File: src/rtl/muldiv_ctrl_pkg.sv
// Shared widths, function codes and FSM encodings for the EX-stage mul/div sequencer.
package muldiv_ctrl_pkg;

    localparam int DATA_W      = 32;
    localparam int DDATA_W     = 64;
    localparam int FUNCT_W     = 6;
    localparam int MUL_LAT_MAX = 8;
    localparam int MUL_CNT_W   = $clog2(MUL_LAT_MAX);

    localparam logic [FUNCT_W-1:0] F_MTHI  = 6'h11;
    localparam logic [FUNCT_W-1:0] F_MTLO  = 6'h13;
    localparam logic [FUNCT_W-1:0] F_MULT  = 6'h18;
    localparam logic [FUNCT_W-1:0] F_MULTU = 6'h19;
    localparam logic [FUNCT_W-1:0] F_DIV   = 6'h1A;
    localparam logic [FUNCT_W-1:0] F_DIVU  = 6'h1B;

    typedef enum logic [1:0] {
        S_IDLE = 2'd0,
        S_MUL  = 2'd1,
        S_DIV  = 2'd2,
        S_DONE = 2'd3
    } state_t;

    function automatic logic [DATA_W-1:0] neg_if(input logic n, input logic [DATA_W-1:0] v);
        return n ? (~v + 1'b1) : v;
    endfunction

endpackage

File: src/rtl/muldiv_ctrl_multiplier.sv
// Combinational 32x32->64 multiplier, signed or unsigned; output forced to zero when disabled.
module muldiv_ctrl_multiplier
    import muldiv_ctrl_pkg::*;
(
    input  logic               mul_en,
    input  logic               signed_op,
    input  logic [DATA_W-1:0]  a,
    input  logic [DATA_W-1:0]  b,
    output logic [DDATA_W-1:0] result
);

    logic [DDATA_W-1:0] ext_a;
    logic [DDATA_W-1:0] ext_b;

    // A 64-bit product of sign-extended operands is the exact signed product mod 2^64.
    always_comb begin
        ext_a  = {{DATA_W{signed_op & a[DATA_W-1]}}, a};
        ext_b  = {{DATA_W{signed_op & b[DATA_W-1]}}, b};
        result = mul_en ? (ext_a * ext_b) : '0;
    end

endmodule

File: src/rtl/muldiv_ctrl.sv
// Mul/div sequencer owning HI/LO: MUL_LATENCY-cycle multiply, 32-cycle restoring divide.
// Divider compiled in only when MULDIV_DIV_EN is defined; otherwise DIV/DIVU are ignored.
module muldiv_ctrl
    import muldiv_ctrl_pkg::*;
#(
    parameter int MUL_LATENCY = 2
) (
    input  logic               clk,
    input  logic               rst,
    input  logic               start,
    input  logic [FUNCT_W-1:0] funct,
    input  logic [DATA_W-1:0]  operand_1,
    input  logic [DATA_W-1:0]  operand_2,
    input  logic               flush,
    output logic               stall_req,
    output logic               done,
    output logic [DATA_W-1:0]  hi,
    output logic [DATA_W-1:0]  lo
);

    localparam logic [MUL_CNT_W-1:0] MUL_LAST = MUL_CNT_W'(MUL_LATENCY - 1);

    state_t                 state, state_nxt;
    logic [MUL_CNT_W-1:0]   cnt;
    logic [DATA_W-1:0]      mul_a, mul_b;
    logic                   mul_signed;
    logic [DDATA_W-1:0]     product;
    logic                   acc, is_mul, is_div, is_mthi, is_mtlo, mul_cap;

`ifdef MULDIV_DIV_EN
    logic [DATA_W-1:0]      div_q, div_r, div_d, q_step, r_step;
    logic [DATA_W:0]        r_shift, r_diff;
    logic [5:0]             div_cnt;
    logic                   q_neg, r_neg, div_zero, div_last, div_run;
    logic                   a_neg, b_neg;

    always_comb begin
        r_shift  = {div_r, div_q[DATA_W-1]};
        r_diff   = r_shift - {1'b0, div_d};
        q_step   = {div_q[DATA_W-2:0], ~r_diff[DATA_W]};
        r_step   = r_diff[DATA_W] ? r_shift[DATA_W-1:0] : r_diff[DATA_W-1:0];
        div_zero = (div_d == '0);
        div_last = (div_cnt == 6'd31);
        div_run  = (state == S_DIV) && !flush && !div_zero;
        a_neg    = (funct == F_DIV) && operand_1[DATA_W-1];
        b_neg    = (funct == F_DIV) && operand_2[DATA_W-1];
    end
`endif

    always_comb begin
        is_mul  = (funct == F_MULT) || (funct == F_MULTU);
`ifdef MULDIV_DIV_EN
        is_div  = (funct == F_DIV) || (funct == F_DIVU);
`else
        is_div  = 1'b0;
`endif
        is_mthi = (funct == F_MTHI);
        is_mtlo = (funct == F_MTLO);
        acc     = start && !flush && ((state == S_IDLE) || (state == S_DONE));
        mul_cap = (state == S_MUL) && !flush && (cnt == MUL_LAST);
    end

    always_comb begin
        state_nxt = state;
        stall_req = 1'b0;
        done      = 1'b0;
        case (state)
            S_IDLE, S_DONE: begin
                done      = (state == S_DONE);
                state_nxt = S_IDLE;
                if (acc && is_mul) begin
                    state_nxt = S_MUL;
                    stall_req = 1'b1;
                end else if (acc && is_div) begin
                    state_nxt = S_DIV;
                    stall_req = 1'b1;
                end
            end
            S_MUL: begin
                stall_req = 1'b1;
                if (flush)        state_nxt = S_IDLE;
                else if (mul_cap) state_nxt = S_DONE;
            end
            S_DIV: begin
                stall_req = 1'b1;
`ifdef MULDIV_DIV_EN
                if (flush)                     state_nxt = S_IDLE;
                else if (div_zero || div_last) state_nxt = S_DONE;
`else
                state_nxt = S_IDLE;
`endif
            end
            default: state_nxt = S_IDLE;
        endcase
    end

    always_ff @(posedge clk) begin
        if (!rst) state <= S_IDLE;
        else      state <= state_nxt;
    end

    muldiv_ctrl_multiplier u_mult (
        .mul_en    (state == S_MUL),
        .signed_op (mul_signed),
        .a         (mul_a),
        .b         (mul_b),
        .result    (product)
    );

    always_ff @(posedge clk) begin
        if (!rst) begin
            cnt        <= '0;
            hi         <= '0;
            lo         <= '0;
            mul_a      <= '0;
            mul_b      <= '0;
            mul_signed <= 1'b0;
`ifdef MULDIV_DIV_EN
            div_q      <= '0;
            div_r      <= '0;
            div_d      <= '0;
            div_cnt    <= '0;
            q_neg      <= 1'b0;
            r_neg      <= 1'b0;
`endif
        end else begin
            if (acc && is_mthi) hi <= operand_1;
            if (acc && is_mtlo) lo <= operand_1;
            if (acc && is_mul) begin
                mul_a      <= operand_1;
                mul_b      <= operand_2;
                mul_signed <= (funct == F_MULT);
                cnt        <= '0;
            end else if ((state == S_MUL) && !flush) begin
                cnt <= cnt + 1'b1;
            end
            if (mul_cap) {hi, lo} <= product;
`ifdef MULDIV_DIV_EN
            // Iterate on magnitudes; signs are reapplied only to the final result.
            if (acc && is_div) begin
                div_q   <= neg_if(a_neg, operand_1);
                div_d   <= neg_if(b_neg, operand_2);
                div_r   <= '0;
                div_cnt <= '0;
                q_neg   <= a_neg ^ b_neg;
                r_neg   <= a_neg;
            end else if (div_run) begin
                div_q   <= q_step;
                div_r   <= r_step;
                div_cnt <= div_cnt + 1'b1;
                if (div_last) begin
                    lo <= neg_if(q_neg, q_step);
                    hi <= neg_if(r_neg, r_step);
                end
            end
`endif
        end
    end

endmodule

File: config.mk
export PLATFORM = sky130hd
export DESIGN_NAME = muldiv_ctrl
export DESIGN_NICKNAME = d
export VERILOG_FILES = /design/src/rtl/muldiv_ctrl_pkg.sv /design/src/rtl/muldiv_ctrl_multiplier.sv /design/src/rtl/muldiv_ctrl.sv
export SDC_FILE = /design/constraint.sdc
export NUM_CORES = 2
export LEC_CHECK = 0
export CAP_MARGIN = 20
export CORE_MARGIN = 5
export CORE_UTILIZATION = 35
export CTS_CLUSTER_DIAMETER = 200
export DETAILED_ROUTE_END_ITERATION = 8
export PLACE_DENSITY_LB_ADDON = 0.15
export RECOVER_POWER = 50
export SYNTH_ARGS = -nofsm -noshare
export SYNTH_HDL_FRONTEND = slang
export SYNTH_SLANG_ARGS = --single-unit
export TNS_END_PERCENT = 50
File: constraint.sdc
create_clock -name clk -period 7.6 [get_ports clk]
set_input_delay 0.76 -clock clk [delete_from_list [all_inputs] [get_ports clk]]
set_output_delay 0.76 -clock clk [all_outputs]
set_load 0.1 [all_outputs]
Word level (Yosys, flattened, before mapping) --
Cells that the tools add are included.
Word-level totals: bits in latches 0, memories 0, bits in registers 134, bits in writable memories 0, memory bits (read-only) 0
Cells by class: add/subtract/negate cells 1, bitwise gates (word level) 3, eq/ne operators 9, div/mod/pow operators 0, reduce and logical (&&, ||, !) cells 16, shift operators 0, multiply operators 1, order comparisons 0, mux-type cells 12
Operators with widths (number):
- $mux 32 | 4
- $mul 33x33->64 | 1
- $mux 64 | 1
- $eq 6x5->1 const B | 4
- $logic_and 1x1->1 | 7
- $pmux 2 s3 | 1
- $reduce_or 2->1 | 3
- $eq 2x2->1 const B | 2
- $mux 2 | 2
- $reduce_bool 2->1 | 2
- $add 3x1->3 const B | 1
- $eq 3x1->1 const B | 1
- $mux 1 | 3
- $ne 3x3->1 const B | 1
- $and 1x1->1 | 2
- $eq 2x1->1 const B | 1
- $logic_not 2->1 | 1
- $logic_or 1x1->1 | 2
- $pmux 1 s2 | 1
- $logic_not 1->1 | 1
- $not 1->1 | 1

Longest topological paths before layout --
word-level depth 6, gate-level depth with buffers 30

Hierarchy --
A second synthesis with hierarchy kept.
Second synthesis, totals: cell total of the unflattened synthesis 4906, area total of the unflattened synthesis 44475.2 um2
By module, submodules not included:
- muldiv_ctrl_multiplier | area each 38433.1 um2, cells each 4268, seq. area each 0.0 um2, instances 1
- muldiv_ctrl | area each 6042.0 um2, cells each 638, seq. area each 2682.6 um2, instances 1

Worst setup path after synthesis --
No wires, ideal clock.
path kind reg-to-reg, from register mul_a[31], to register hi[25], cell stages (with the launch flop) 31, path buffers 3, arrival 8.036 ns, slack -0.576 ns, library setup time 0.140 ns, path through dfxtp_1 -> clkbuf_1 -> and2_1 -> clkbuf_1 -> nand2_1 -> inv_1 -> fa_1 -> inv_1 -> fa_1 -> inv_1 -> fa_1 -> fa_1 -> inv_1 -> fa_1 -> inv_1 -> fa_1 -> inv_1 -> fa_1 -> fa_1 -> inv_1 -> ha_1 -> clkbuf_1 -> a21o_1 -> a21o_1 -> a21oi_1 -> o21ai_1 -> a221oi_2 -> nor2b_1 -> or3_1 -> a211oi_1 -> a2111oi_2
Between the ends: cells in the longest elaborated chain, start to end 4
Ends and longest elaborated chain:
- from (decl) | RTL line muldiv_ctrl.sv:25 | logic [DATA_W-1:0] mul_a, mul_b;
- from (signal assigned) | RTL line muldiv_ctrl.sv:130 | mul_a <= operand_1;
- $and 1x1->1 | RTL line muldiv_ctrl_multiplier.sv:17 | ext_a = {{DATA_W{signed_op & a[DATA_W-1]}}, a};
- $mul 33x33->64 (*) | RTL line muldiv_ctrl_multiplier.sv:19 | result = mul_en ? (ext_a * ext_b) : '0;
- $mux 64 (*) | RTL line muldiv_ctrl_multiplier.sv:19
- $mux 32 (*) | RTL line muldiv_ctrl.sv:137 | if (mul_cap) {hi, lo} <= product;
- to (signal assigned) | RTL line muldiv_ctrl.sv:127 | if (acc && is_mthi) hi <= operand_1;
- to (signal assigned) | RTL line muldiv_ctrl.sv:137
- to (decl) | RTL line muldiv_ctrl.sv:17 | output logic [DATA_W-1:0] hi,
Mark *: on every way between the ends. The rest lies on a longest branch, timed or not. A chain may end at the register's enable or synchronous reset.

Worst setup path in the final report --
Same ends and word-level chain as after synthesis.

==> results.rst <==
.. list-table::
   :header-rows: 1

   * - Metric
     - Value
   * - Result of the run
     - complete, but fails checks
   * - Violated checks
     - max-capacitance violations, max-slew violations
   * - Area used by multi-input combinational logic
     - between 30000 and 40000 sq um
   * - Die Outline Area
     - 132000 sq um
   * - Setup repair after global routing missed its margin
     - yes
   * - Total Neg Setup Slack
     - 0 ns
   * - Peak supply drop
     - approximately 0.00018 V
   * - Total number of vias
     - 33200
   * - Maximum number of pins on one net before global-route repair
     - 64
   * - Required time of the critical path
     - slightly below 8 ns
   * - Static leakage
     - ~25 nW
   * - Min Hold Slack
     - 0.497 ns
   * - Drt wl/cell
     - ~21 um
   * - Register area share after synthesis
     - 6.14%
   * - CTS max path bufs
     - 2
   * - Most frequent standard cell in the layout excluding fill and tap cells
     - sky130_fd_sc_hd__inv_1
   * - Share of Yosys cell area claimed by the top area cell type
     - 51.5%
   * - Count of warnings emitted by yosys
     - 0
   * - Avg Cell Area, Syn
     - 8.96 sq um
   * - Crit path arrival time
     - slightly below 8 ns
   * - Main synth FF type
     - sky130_fd_sc_hd__dfxtp_1
   * - Slew HR
     - -156%
   * - Commonest non-fill, non-tap cells in the layout
     - sky130_fd_sc_hd__inv_1, sky130_fd_sc_hd__fa_1, sky130_fd_sc_hd__nand2_1, sky130_fd_sc_hd__and2_1, sky130_fd_sc_hd__buf_4
   * - Nature of the critical path endpoint
     - flop
   * - Die span in x
     - approximately 360 um
   * - Kind of critical path
     - flop to flop
   * - DRT Wirelength
     - ~140000 um
   * - Max Cap Violations
     - 2
   * - Total power divided by cell area
     - approximately 32 nW/um^2
   * - Total routing usage reported by global routing
     - between 20% and 30%
   * - Highest clock rate
     - ~130 MHz
   * - Via count of the first global-routing pass
     - between 30000 and 40000
   * - CTS Sinks
     - between 100 and 150
   * - Antenna violations before repair
     - 8
   * - Clock transition at path regs
     - 0.07 ns
   * - Number of CTS-inserted buffers
     - 17
   * - Die height
     - between 300 and 400 um
   * - Area of the mapped netlist
     - about 44000 sq um
   * - Port buffer count
     - 139
   * - Boundary Pins
     - 140
   * - Synthesized netlist net count
     - roughly 6300
   * - Path type of the worst min-delay path
     - flop to flop
   * - Utilization after layout
     - 42.3%
   * - Number of slew-limit violations in the final report
     - around 110
   * - Final Non-Filler Cells
     - 6830
   * - CTS root buffer
     - sky130_fd_sc_hd__clkbuf_16
   * - Post-detail-place hpwl
     - roughly 110000 um
   * - Number of enable-type register cells in the synthesized netlist
     - 0
   * - Post-CTS Hold Fix Bufs
     - 0
   * - First-pass GRT wire length
     - 213000 um
   * - Vias per cell
     - 4.86
   * - Critical Path Source Type
     - flop
   * - Highest net fanout along the worst path
     - 5
   * - Final setup margin
     - 0.0513 ns
   * - Share of layout cells above drive strength 1
     - 14.2%
   * - Biggest area consumer among synthesized cells
     - sky130_fd_sc_hd__fa_1
   * - Final Critical Period
     - 7.55 ns
   * - Library cells used by synthesis
     - between 70 and 80
   * - Async set-or-reset flop fraction in the synthesized netlist
     - 0%
   * - Count of H-tree levels built during CTS
     - 4
   * - Flip-flop and latch count after synthesis
     - 134
   * - Largest cells by area after synthesis
     - sky130_fd_sc_hd__fa_1, sky130_fd_sc_hd__inv_1, sky130_fd_sc_hd__nand2_1
   * - Post-layout nets
     - about 6600
   * - # diodes
     - 0
   * - Register cell area after layout
     - 2770 sq um
   * - Starting utilization of the core area
     - a little over a third
   * - Final Hold Viols
     - 0
   * - Global placer's final weighted congestion
     - roughly 0.85
   * - Residual DRC count
     - 0
   * - Site Rows
     - 129
   * - Sum of internal, switching and leakage power
     - between 1.5 and 2 mW
   * - Post-Synthesis Cells
     - around 5000
   * - First-pass iteration count of the detailed router
     - 5
   * - Post-Route Skew
     - 0.0205 ns
   * - Layout-stage area growth over the synthesis result
     - 19.9%
   * - Antenna violation net count after detailed routing
     - 0
   * - Core region area
     - ~120000 sq um
   * - Final worst path period share
     - 99.3%
   * - Source-to-sink clock delay at the later pin of the worst-skew pair
     - ~0.50 ns
   * - Final-layout fill cell count
     - 12500
   * - GR Overflow Total
     - 0
   * - Placed insts
     - 6716
   * - Least-Margin Pin Slew
     - roughly 3.8 ns
   * - Final instance area
     - around 52000 sq um
   * - Number of design-rule violations left by the first detailed-router iteration
     - around 1900
   * - Setup-violating endpoint count in the final report
     - 0
   * - Setup slack after placement
     - -0.359 ns
   * - Post-DP Area
     - between 40000 and 50000 sq um
   * - TritonCTS clock tree
     - built
==> per-layer routing <==
layer	global-route usage (%)	wire length, um	vias up
met2	38.4	75600	639
met1	27.4	60600	17600
met5	0	0	-
met4	4.15	3500	0
li1	-	-	14800
met3	1.69	4660	151
==> synth_stat cells, types with 18 or more instances <==
cell type,instances
sky130_fd_sc_hd__inv_1,1137
sky130_fd_sc_hd__fa_1,1125
sky130_fd_sc_hd__nand2_1,891
sky130_fd_sc_hd__and2_1,348
sky130_fd_sc_hd__clkbuf_1,274
sky130_fd_sc_hd__ha_1,216
sky130_fd_sc_hd__a21oi_1,149
sky130_fd_sc_hd__dfxtp_1,134
sky130_fd_sc_hd__nor2_1,103
sky130_fd_sc_hd__a211oi_1,48
sky130_fd_sc_hd__o21ai_0,48
sky130_fd_sc_hd__mux2i_1,45
sky130_fd_sc_hd__xnor2_1,42
sky130_fd_sc_hd__a21o_1,35
sky130_fd_sc_hd__and3_1,28
sky130_fd_sc_hd__xor2_1,23
sky130_fd_sc_hd__mux2_2,18
==> flip-flops by register name, indices dropped and copies added, names as in the netlist <==
register,cells
cnt,3
hi,32
lo,32
mul_a,32
mul_b,32
mul_signed,1
state,2
==> worst max-delay path, stage by stage, from the launching register on <==
cell and delay [ns]:
sky130_fd_sc_hd__dfxtp_4 0.37, sky130_fd_sc_hd__and2_4 0.18, sky130_fd_sc_hd__buf_12 0.14, sky130_fd_sc_hd__buf_4 0.16
sky130_fd_sc_hd__buf_4 0.16, sky130_fd_sc_hd__nand2_2 0.08, sky130_fd_sc_hd__inv_1 0.06, sky130_fd_sc_hd__fa_2 0.62
sky130_fd_sc_hd__inv_2 0.08, sky130_fd_sc_hd__fa_1 0.51, sky130_fd_sc_hd__fa_1 0.51, sky130_fd_sc_hd__fa_1 0.50
sky130_fd_sc_hd__inv_1 0.06, sky130_fd_sc_hd__fa_1 0.52, sky130_fd_sc_hd__fa_1 0.49, sky130_fd_sc_hd__inv_1 0.05
sky130_fd_sc_hd__fa_1 0.53, sky130_fd_sc_hd__fa_1 0.41, sky130_fd_sc_hd__inv_1 0.10, sky130_fd_sc_hd__ha_4 0.21
sky130_fd_sc_hd__and3_4 0.16, sky130_fd_sc_hd__and3_4 0.18, sky130_fd_sc_hd__and2_1 0.16, sky130_fd_sc_hd__a221oi_2 0.31
sky130_fd_sc_hd__nor2b_2 0.09, sky130_fd_sc_hd__or3_4 0.41, sky130_fd_sc_hd__a211oi_2 0.25, sky130_fd_sc_hd__a2111oi_2 0.06
==> cells by family after synthesis <==
group	Yosys count	share of synthesized area [%]
AOI/OAI and AO/OA	376	5.71
xor gates and xnor gates	65	1.30
adders and majority gates	1341	57.7
buffers and inverters	1436	12.4
DFF	134	6.14
muxes	63	1.49
and+or+nand+nor	1462	15.2
==> final timing paths <==
check,slack (ns),start,cells after the start,endpoint
max,0.05,mul_a[31],27,hi[25]
min,0.50,mul_b[23],2,mul_b[23]
max reg2reg,0.05,mul_a[31],27,hi[25]
min reg2reg,0.50,mul_b[23],2,mul_b[23]
==> layout make-up <==
cell class / instances / share of cell area, %
inverters: 1137 / 8.18
well taps: 1637 / 3.91
multi-input cells: 3307 / 69.6
repair buffers: 584 / 12.0
clock buffers: 18 / 0.838
flip-flops and latches: 134 / 5.29
clock inverters: 13 / 0.213
==> what timing repair did <==
action / in CTS / in global routing
cloned: 0 / 23
buffers inserted: 4 / 59
gates resized for setup: 32 / 259
pin swaps: 14 / 126
setup endpoints to repair: 25 / 32
==> power by group <==
group | switching (mW) | leakage (nW) | internal [mW] | total [mW]
Clock | 0.423 | 0.264 | 0.432 | 0.855
Sequential | 0.00270 | 1.10 | 0.696 | 0.699
Combinational | 0.0716 | 23.7 | 0.0538 | 0.125
Total | 0.497 | 25.0 | 1.18 | 1.68
(Power assumes the default switching activity.)
